$ cat config.mk
export PLATFORM = sky130hd
export DESIGN_NAME = prog_loader
export DESIGN_NICKNAME = d
export VERILOG_FILES = /design/src/rtl/prog_loader_pkg.sv /design/src/rtl/prog_loader.sv
export SDC_FILE = /design/constraint.sdc
export NUM_CORES = 1
export LEC_CHECK = 0
export CORE_MARGIN = 2
export CORE_UTILIZATION = 54
export CTS_CLUSTER_DIAMETER = 200
export DETAILED_ROUTE_END_ITERATION = 10
export PLACE_DENSITY = 0.91
export SYNTH_ARGS = -nofsm -noshare
export SYNTH_HDL_FRONTEND = slang
export SYNTH_SLANG_ARGS = --single-unit
export TNS_END_PERCENT = 20
$ cat constraint.sdc
create_clock -name clk -period 5.7 [get_ports clk]
set_clock_uncertainty 0.1 [all_clocks]
set_input_delay 1.71 -clock clk [delete_from_list [all_inputs] [get_ports clk]]
set_output_delay 1.71 -clock clk [all_outputs]
set_load 0.02 [all_outputs]
$ cat src/rtl/prog_loader_pkg.sv
// Shared types for the program loader: FSM state encoding and
// the byte-index width derived from the instruction word size.
package prog_loader_pkg;

    typedef enum logic [1:0] {
        S_IDLE    = 2'd0,
        S_COLLECT = 2'd1,
        S_WRITE   = 2'd2,
        S_DONE    = 2'd3
    } state_e;

    localparam int DEFAULT_STEP = 4;

    // Bits needed to count bytes within one word (at least one bit).
    function automatic int idx_width(input int step);
        return (step > 1) ? $clog2(step) : 1;
    endfunction

endpackage

$ cat src/rtl/prog_loader.sv
// Streams bytes from a byte source into program memory words,
// halting the core while the memory is being rewritten.
module prog_loader
    import prog_loader_pkg::*;
#(
    parameter int INSTR_ADDR_WIDTH = 20,
    parameter int STEP             = DEFAULT_STEP
) (
    input  logic                        clk,
    input  logic                        rst,
    input  logic                        start,
    input  logic [INSTR_ADDR_WIDTH-1:0] base_addr,
    input  logic [INSTR_ADDR_WIDTH:0]   word_count,
    input  logic                        abort,
    input  logic                        byte_valid,
    input  logic [7:0]                  byte_data,
    output logic                        byte_ready,
    output logic                        pgm,
    output logic [INSTR_ADDR_WIDTH-1:0] addr,
    output logic [STEP*8-1:0]           data,
    output logic                        cpu_halt,
    output logic                        busy,
    output logic                        done
);

    localparam int AW = INSTR_ADDR_WIDTH;
    localparam int DW = STEP * 8;
    localparam int IW = idx_width(STEP);

    localparam logic [AW-1:0] ADDR_ONE = AW'(1);
    localparam logic [AW:0]   REM_ONE  = (AW + 1)'(1);
    localparam logic [IW-1:0] IDX_ONE  = IW'(1);
    localparam logic [IW-1:0] IDX_LAST = IW'(STEP - 1);

    state_e        state_q, state_d;
    logic [AW-1:0] cur_addr_q, cur_addr_d;
    logic [AW:0]   remaining_q, remaining_d;
    logic [IW-1:0] byte_idx_q, byte_idx_d;
    logic [DW-1:0] word_q, word_d;

    always_ff @(posedge clk or posedge rst) begin
        if (rst) begin
            state_q     <= S_IDLE;
            cur_addr_q  <= '0;
            remaining_q <= '0;
            byte_idx_q  <= '0;
            word_q      <= '0;
        end else begin
            state_q     <= state_d;
            cur_addr_q  <= cur_addr_d;
            remaining_q <= remaining_d;
            byte_idx_q  <= byte_idx_d;
            word_q      <= word_d;
        end
    end

    always_comb begin
        state_d     = state_q;
        cur_addr_d  = cur_addr_q;
        remaining_d = remaining_q;
        byte_idx_d  = byte_idx_q;
        word_d      = word_q;
        if (abort) begin
            // Drop any partially assembled word.
            state_d    = S_IDLE;
            byte_idx_d = '0;
            word_d     = '0;
        end else begin
            unique case (state_q)
                S_IDLE: begin
                    if (start) begin
                        if (word_count == '0) begin
                            state_d = S_DONE;
                        end else begin
                            state_d     = S_COLLECT;
                            cur_addr_d  = base_addr;
                            remaining_d = word_count;
                            byte_idx_d  = '0;
                            word_d      = '0;
                        end
                    end
                end
                S_COLLECT: begin
                    if (byte_valid) begin
                        for (int k = 0; k < STEP; k++) begin
                            if (byte_idx_q == IW'(k)) begin
                                word_d[8*k +: 8] = byte_data;
                            end
                        end
                        if (byte_idx_q == IDX_LAST) begin
                            state_d    = S_WRITE;
                            byte_idx_d = '0;
                        end else begin
                            byte_idx_d = byte_idx_q + IDX_ONE;
                        end
                    end
                end
                S_WRITE: begin
                    if (remaining_q == REM_ONE) begin
                        state_d = S_DONE;
                    end else begin
                        state_d     = S_COLLECT;
                        cur_addr_d  = cur_addr_q + ADDR_ONE;
                        remaining_d = remaining_q - REM_ONE;
                    end
                end
                S_DONE: state_d = S_IDLE;
                default: state_d = S_IDLE;
            endcase
        end
    end

    assign byte_ready = (state_q == S_COLLECT);
    assign pgm        = (state_q == S_WRITE);
    assign addr       = cur_addr_q;
    assign data       = word_q;
    assign cpu_halt   = (state_q == S_COLLECT) || (state_q == S_WRITE);
    assign busy       = (state_q != S_IDLE);
    assign done       = (state_q == S_DONE);

endmodule

==> run summary, run 1 <==
Yosys cell types = 60
die outline width = 96.8 µm
dpl cell area = 5780 µm²
vias in the first global route = 4,645
CORE AREA = 8300 µm²
Synth Flop Type = dfrtp_1
CTS tree = yes
Top delay family on crit path = buffers and inverters
Worst path slowest cell = ha_1
Yosys top cell by area = dfrtp_1
worst-path maximum fanout = 27
Max-slew headroom = 0.338
net count reported at finish = 688
Slew @ Worst Pin = 0.986 ns
power density cells = 387 nW/µm²
final wirelength = 13,800 µm
GR Overflow Total = 0
Synth Instances = 533
number of max-cap violations = 0
Layout area overhead = 27.9%
Num CTS Buffers = 9
CTS Hold Bufs = 0
largest net degree at the start of global routing = 49
Vias/cell = 6.73
Hold WS = 0.426 ns
DIE AREA = 9370 µm²
P_leak = 0.00221 µW
Finished Cell Area = 5950 µm²
synth top area cells = dfrtp_1 41%, o32ai_1 4.7%, nand2_1 3.9%
Global Route Usage Sum = 0.291
Hold Crit Class = reg2reg
crit path DAT = 2.43 ns
RSZ-0062 raised after global routing = false
Final Max Slew Viols = 0
critical path type = reg2out
Max IR drop VDD = 247 µV
Critical Path End Type = output pin
IO Pins = 111
final hold viol count = 0
part of the Yosys area used for sequential elements = 0.414
DRT iter0 DRCs = 365
starting density of the core = 0.560
Clock Root Buffer = clkbuf_8
Resized cells post-CTS = 0
ant diodes = 0
EDFF count, synth = 0
ANT nets after route = 0
CP bufs+invs = 2
# setup viols final = 0
Yosys top cell area share = 0.414
htree depth = 3
Post-Syn Nets = 598
Clk pin slew, worst setup/hold paths = 0.09 ns
layout cells sized above 1 = 0.0606
port bufs = 110
WP data required = 3.89 ns
final worst slack = 1.46 ns
WL per Instance = 18.9 µm
DRT met1 WL = 5520 µm
Synth Cell Area = 4650 µm²
most frequent cell after synthesis = dfrtp_1
Setup Buffers After CTS = 0
# DRC = 0
crit path cell chain = inv_1, ha_1, clkdlybuf4s50_1
met2 wire length = 6730 µm
ys async rst share = 1.00
WL met3 = 1190 µm
post-synthesis register bit count = 77
die height = 96.8 µm
crit start category = flop
gpl congestion = 0.940
DP Worst Slack = 1.21 ns
Vias = 4,927
Bufs on Longest Clock Path = 2
Tmin final = 4.24 ns
# clock sinks = 77
FMAX = 236 MHz
Post-synth top cells = 77 x dfrtp_1, 48 x nand2_1, 34 x a21oi_1
CP max stage delay = 0.79 ns
status = finished, final reports clean
Skew-Pair Late Insertion Delay = 0.35 ns
cell row count = 33
uppermost routed layer = met4
post-DP HPWL = 9660 µm
yosys warns = 0
first-pass GRT wire length = 22,800 µm
TritonRoute pass-1 iters = 5
Final Cycle Share = 0.743
syn avg cell area = 8.73 µm²
initial antenna violation count = 0
Final TNS setup = 0 ns
flip-flops by register name, indices dropped and copies added, names as in the netlist:
name / count
state_q: 2
data: 32
remaining_q: 21
addr: 20
byte_idx_q: 2
metrics by stage:
step	std cells	utilization	power, µW
2_1_floorplan	533	-	1530
3_3_place_gp	717	0.697	1870
3_5_place_dp	717	0.697	1920
4_1_cts	732	0.717	2280
5_1_grt	732	0.717	2430
6_report	732	0.717	2300
metal layers:
layer | global-route usage | vias up
met1 | 0.389 | 2334
met4 | 0.106 | 0
met2 | 0.482 | 331
li1 | - | 2211
met5 | 0 | -
met3 | 0.0448 | 51
cell usage in the layout, fill, tap and decap left out, types with 5 or more instances in the layout:
| cell type | count |
|---|---|
| clkdlybuf4s50_1 | 110 |
| dfrtp_1 | 77 |
| nand2_1 | 48 |
| a21oi_1 | 34 |
| nor2_1 | 28 |
| o21ai_0 | 27 |
| a31oi_1 | 27 |
| o32ai_1 | 25 |
| nand4_1 | 24 |
| nand3_1 | 21 |
| nand2b_1 | 19 |
| inv_1 | 17 |
| nor3_1 | 17 |
| nor4_1 | 11 |
| and3_1 | 11 |
| o31ai_1 | 11 |
| ha_1 | 10 |
| clkbuf_8 | 9 |
| a211oi_1 | 8 |
| buf_4 | 8 |
| and4_1 | 7 |
| nor2b_1 | 6 |
| nand3b_1 | 6 |
| o21ai_1 | 5 |
layout make-up:
class                           instances  area (µm²)
Timing Repair Buffer                  118        1160
Multi-Input combinational cell        398        2490
Clock inverter                          6        38.8
Inverter                               19        71.3
Sequential cell                        77        1930
Clock buffer                            9         124
Tap cell                              105         131
Fill cell                             612        2350
final timing paths:
kind | from | to | slack (ns) | cells past startpoint
min in group asynchronous | rst | data[13] | 1.66 | 2
hold reg to reg | remaining_q[19] | remaining_q[19] | 0.43 | 2
max in group asynchronous | rst | data[29] | 3.03 | 3
setup reg to reg | state_q[0] | addr[7] | 1.93 | 9
setup / recovery | state_q[1] | byte_ready | 1.46 | 3
hold / removal | remaining_q[19] | remaining_q[19] | 0.43 | 2
kinds of logic (layout without fill, tap and decap cells):
family / after synthesis / in the layout / synth area share
compound gates: 172 / 172 / 0.248
fa+ha+maj: 11 / 11 / 0.0296
buf+inv: 58 / 152 / 0.0517
flops: 77 / 77 / 0.414
mux: 4 / 4 / 0.00861
simple gates: 211 / 211 / 0.248
power breakdown:
| part | switching, µW | internal, µW |
|---|---|---|
| Sequential | 220 | 698 |
| Clock | 210 | 155 |
| Combinational | 587 | 430 |
worst reg2reg max path: cells and delay by family (launching register included):
family / cells / cell delay (ns)
and+or+nand+nor: 4 / 1.23
buffers and inverters: 3 / 0.95
adders and majority gates: 1 / 0.57
DFF: 1 / 0.43
AOI/OAI and AO/OA: 1 / 0.38
Power figures use the tool's default switching activity.
==> run 2: changes to the inputs <==
--- a/config.mk
+++ b/config.mk
@@ -6,10 +6,10 @@
 export NUM_CORES = 1
 export LEC_CHECK = 0
 export CORE_MARGIN = 2
-export CORE_UTILIZATION = 54
+export CORE_UTILIZATION = 50
 export CTS_CLUSTER_DIAMETER = 200
 export DETAILED_ROUTE_END_ITERATION = 10
-export PLACE_DENSITY = 0.91
+export PLACE_DENSITY = 0.85
 export SYNTH_ARGS = -nofsm -noshare
 export SYNTH_HDL_FRONTEND = slang
 export SYNTH_SLANG_ARGS = --single-unit
==> constraint.sdc (replaced) <==
create_clock -name clk -period 4.2 [get_ports clk]
set_clock_uncertainty 0.1 [all_clocks]
set_input_delay 1.26 -clock clk [delete_from_list [all_inputs] [get_ports clk]]
set_output_delay 1.26 -clock clk [all_outputs]
set_load 0.02 [all_outputs]
==> run summary, run 2 (synthesis results as in run 1) <==
status = finished, final reports clean
# DRC = 0 (unchanged)
Clk pwr share = 0.197 (+0.039)
Int Pwr = 1880 µW (+47%)
IO Pins = 111 (unchanged)
commonest cells after routing, fill and taps aside = 110 x clkdlybuf4s50_1, 77 x dfrtp_1, 48 x nand2_1, 34 x a21oi_1, 28 x nor2_1
CTS tree = yes
Setup Buffers After CTS = 0 (unchanged)
gpl congestion = 0.914 (-2.8%)
Layout area overhead = 30.1%
DIE AREA = 10,100 µm² (+7.7%)
net count reported at finish = 691 (+0.44%)
Resized cells post-CTS = 0 (unchanged)
Reg power frac = 0.380 (-0.019)
DRT iter0 DRCs = 433 (+19%)
CP max stage delay = 0.55 ns (-0.24 ns)
crit path cell chain = clkdlybuf4s50_1, nor4_1, nand4_1, o21ai_2, a21oi_1, o32ai_1
Largest register FFs = 32 (unchanged)
CTS Hold Bufs = 0 (unchanged)
Final Cycle Share = 0.824
WHS Endpoint = remaining_q[19]
most crowded layer after global routing = met2
reg2reg end = addr[0]
GR Overflow Total = 0 (unchanged)
starting density of the core = 0.508 (-0.0522)
met2 usage = 0.454 (-0.0286)
Worst path slowest cell = nor4_1
CORE AREA = 9150 µm² (+10%)
Max IR drop VDD = 290 µV (+18%)
worst r2r src = state_q[0]
met1 Track Usage GR = 0.368 (-0.0209)
commonest non-fill, non-tap cell in the layout = clkdlybuf4s50_1
final wirelength = 13,900 µm (+0.46%)
Vias = 4,889 (-0.77%)
DP Cell Count = 726 (+1.3%)
Global Route Usage Sum = 0.276 (-0.0150)
number of max-cap violations = 0 (unchanged)
Gate power share = 0.423 (-0.019)
initial antenna violation count = 0 (unchanged)
Layout Cells excl Fill = 742 (+1.4%)
largest net degree at the start of global routing = 64 (+31%)
power density cells = 541 nW/µm² (+40%)
P_leak = 0.00226 µW (+2.1%)
Slew @ Worst Pin = 0.899 ns (-0.0874 ns)
layout cells sized above 1 = 0.0666 (+0.00595)
Vias/cell = 6.59 (-2.1%)
RSZ-0062 raised after global routing = false
Critical Path End Type = flop
FMAX = 289 MHz
fill cell count = 751 (+23%)
crit path DAT = 3.62 ns (+1.19 ns)
crit start category = input pin
post-DP HPWL = 9830 µm (+1.8%)
WP data required = 4.36 ns (+0.47 ns)
Max-slew headroom = 0.399 (+0.0601)
Hold Crit Class = reg2reg
Bufs on Longest Clock Path = 2 (unchanged)
critical path type = in2reg
first-pass GRT wire length = 22,200 µm (-2.8%)
vias in the first global route = 4,480 (-3.6%)
worst-path maximum fanout = 12 (-56%)
TritonRoute pass-1 iters = 5 (unchanged)
# clock sinks = 77 (unchanged)
die height = 100 µm (+3.8%)
ant diodes = 0 (unchanged)
final hold viol count = 0 (unchanged)
sw frac = 0.425 (-0.0170)
# setup viols final = 0 (unchanged)
GR Util met3 = 0.0494 (+0.00465)
port bufs = 110 (unchanged)
Clk pin slew, worst setup/hold paths = 0.09 ns (about the same)
Skew-Pair Late Insertion Delay = 0.36 ns (about the same)
htree depth = 3 (unchanged)
Num CTS Buffers = 9 (unchanged)
worst reg2reg path depth = 7 (-2)
min-delay src = remaining_q[19]
r2r setup slk = 1.23 ns (-0.70 ns)
Final TNS setup = 0 ns (unchanged)
cell row count = 35 (+6.1%)
hold path depth = 2 (unchanged)
Total Power = 3270 µW (+42%)
WL per Instance = 18.7 µm (-0.89%)
Psw = 1390 µW (+37%)
Clock Root Buffer = clkbuf_8
Tmin final = 3.46 ns
ANT nets after route = 0 (unchanged)
die outline width = 100 µm (+3.8%)
Final Max Slew Viols = 0 (unchanged)
==> run 2: routing by layer <==
metal,vias up,share of wire
met3,31,0.083
met4,0,0.021
li1,2215,-
met2,289,0.48
met5,-,0
met1,2354,0.41
==> run 2: per-stage QoR <==
stage / hold slack (ns) / utilization / setup WS [ns] / instance area (µm²)
4_1_cts: 0.406 / 0.661 / 0.784 / 6050
2_1_floorplan: 0.363 / - / 0.873 / 4650
3_5_place_dp: 0.387 / 0.637 / 0.414 / 5830
3_3_place_gp: 0.384 / 0.637 / 0.592 / 5830
5_1_grt: 0.457 / 0.661 / 0.598 / 6050
6_report: 0.404 / 0.661 / 0.740 / 6050
==> run 2: how the worst max path moves through the flow <==
stage / start / depth (start not counted) / to / slack (ns)
2_1_floorplan: rst / 1 / addr[0] / 0.87
3_3_place_gp: word_count[19] / 7 / data[4] / 0.59
3_5_place_dp: word_count[19] / 6 / data[22] / 0.41
4_1_cts: word_count[19] / 6 / data[22] / 0.78
5_1_grt: word_count[19] / 7 / addr[7] / 0.60
6_report: word_count[19] / 6 / data[22] / 0.74
==> run 2: final cells by class <==
| type | count | area [µm²] | share of cell area |
|---|---|---|---|
| Clock buffer | 9 | 124 | 0.0205 |
| Clock inverter | 7 | 98.8 | 0.0163 |
| Inverter | 19 | 71.3 | 0.0118 |
| Multi-Input combinational cell | 398 | 2490 | 0.412 |
| Sequential cell | 77 | 1930 | 0.319 |
| Tap cell | 111 | 139 | 0.0230 |
| Timing Repair Buffer | 121 | 1200 | 0.198 |
==> run 2: worst max-delay path, delay by kind of cell <==
kind / cells / cell delay, ns
and+or+nand+nor: 2 / 0.85
buffers and inverters: 1 / 0.42
AOI/OAI and AO/OA: 3 / 1.08
==> run 2: power groups by stage <==
stage | Clock, µW | Combinational [µW] | Sequential [µW]
2_1_floorplan | 0 | 792 | 1290
3_3_place_gp | 0 | 1330 | 1230
3_5_place_dp | 0 | 1370 | 1240
4_1_cts | 645 | 1370 | 1230
5_1_grt | 678 | 1510 | 1280
6_report | 644 | 1380 | 1240
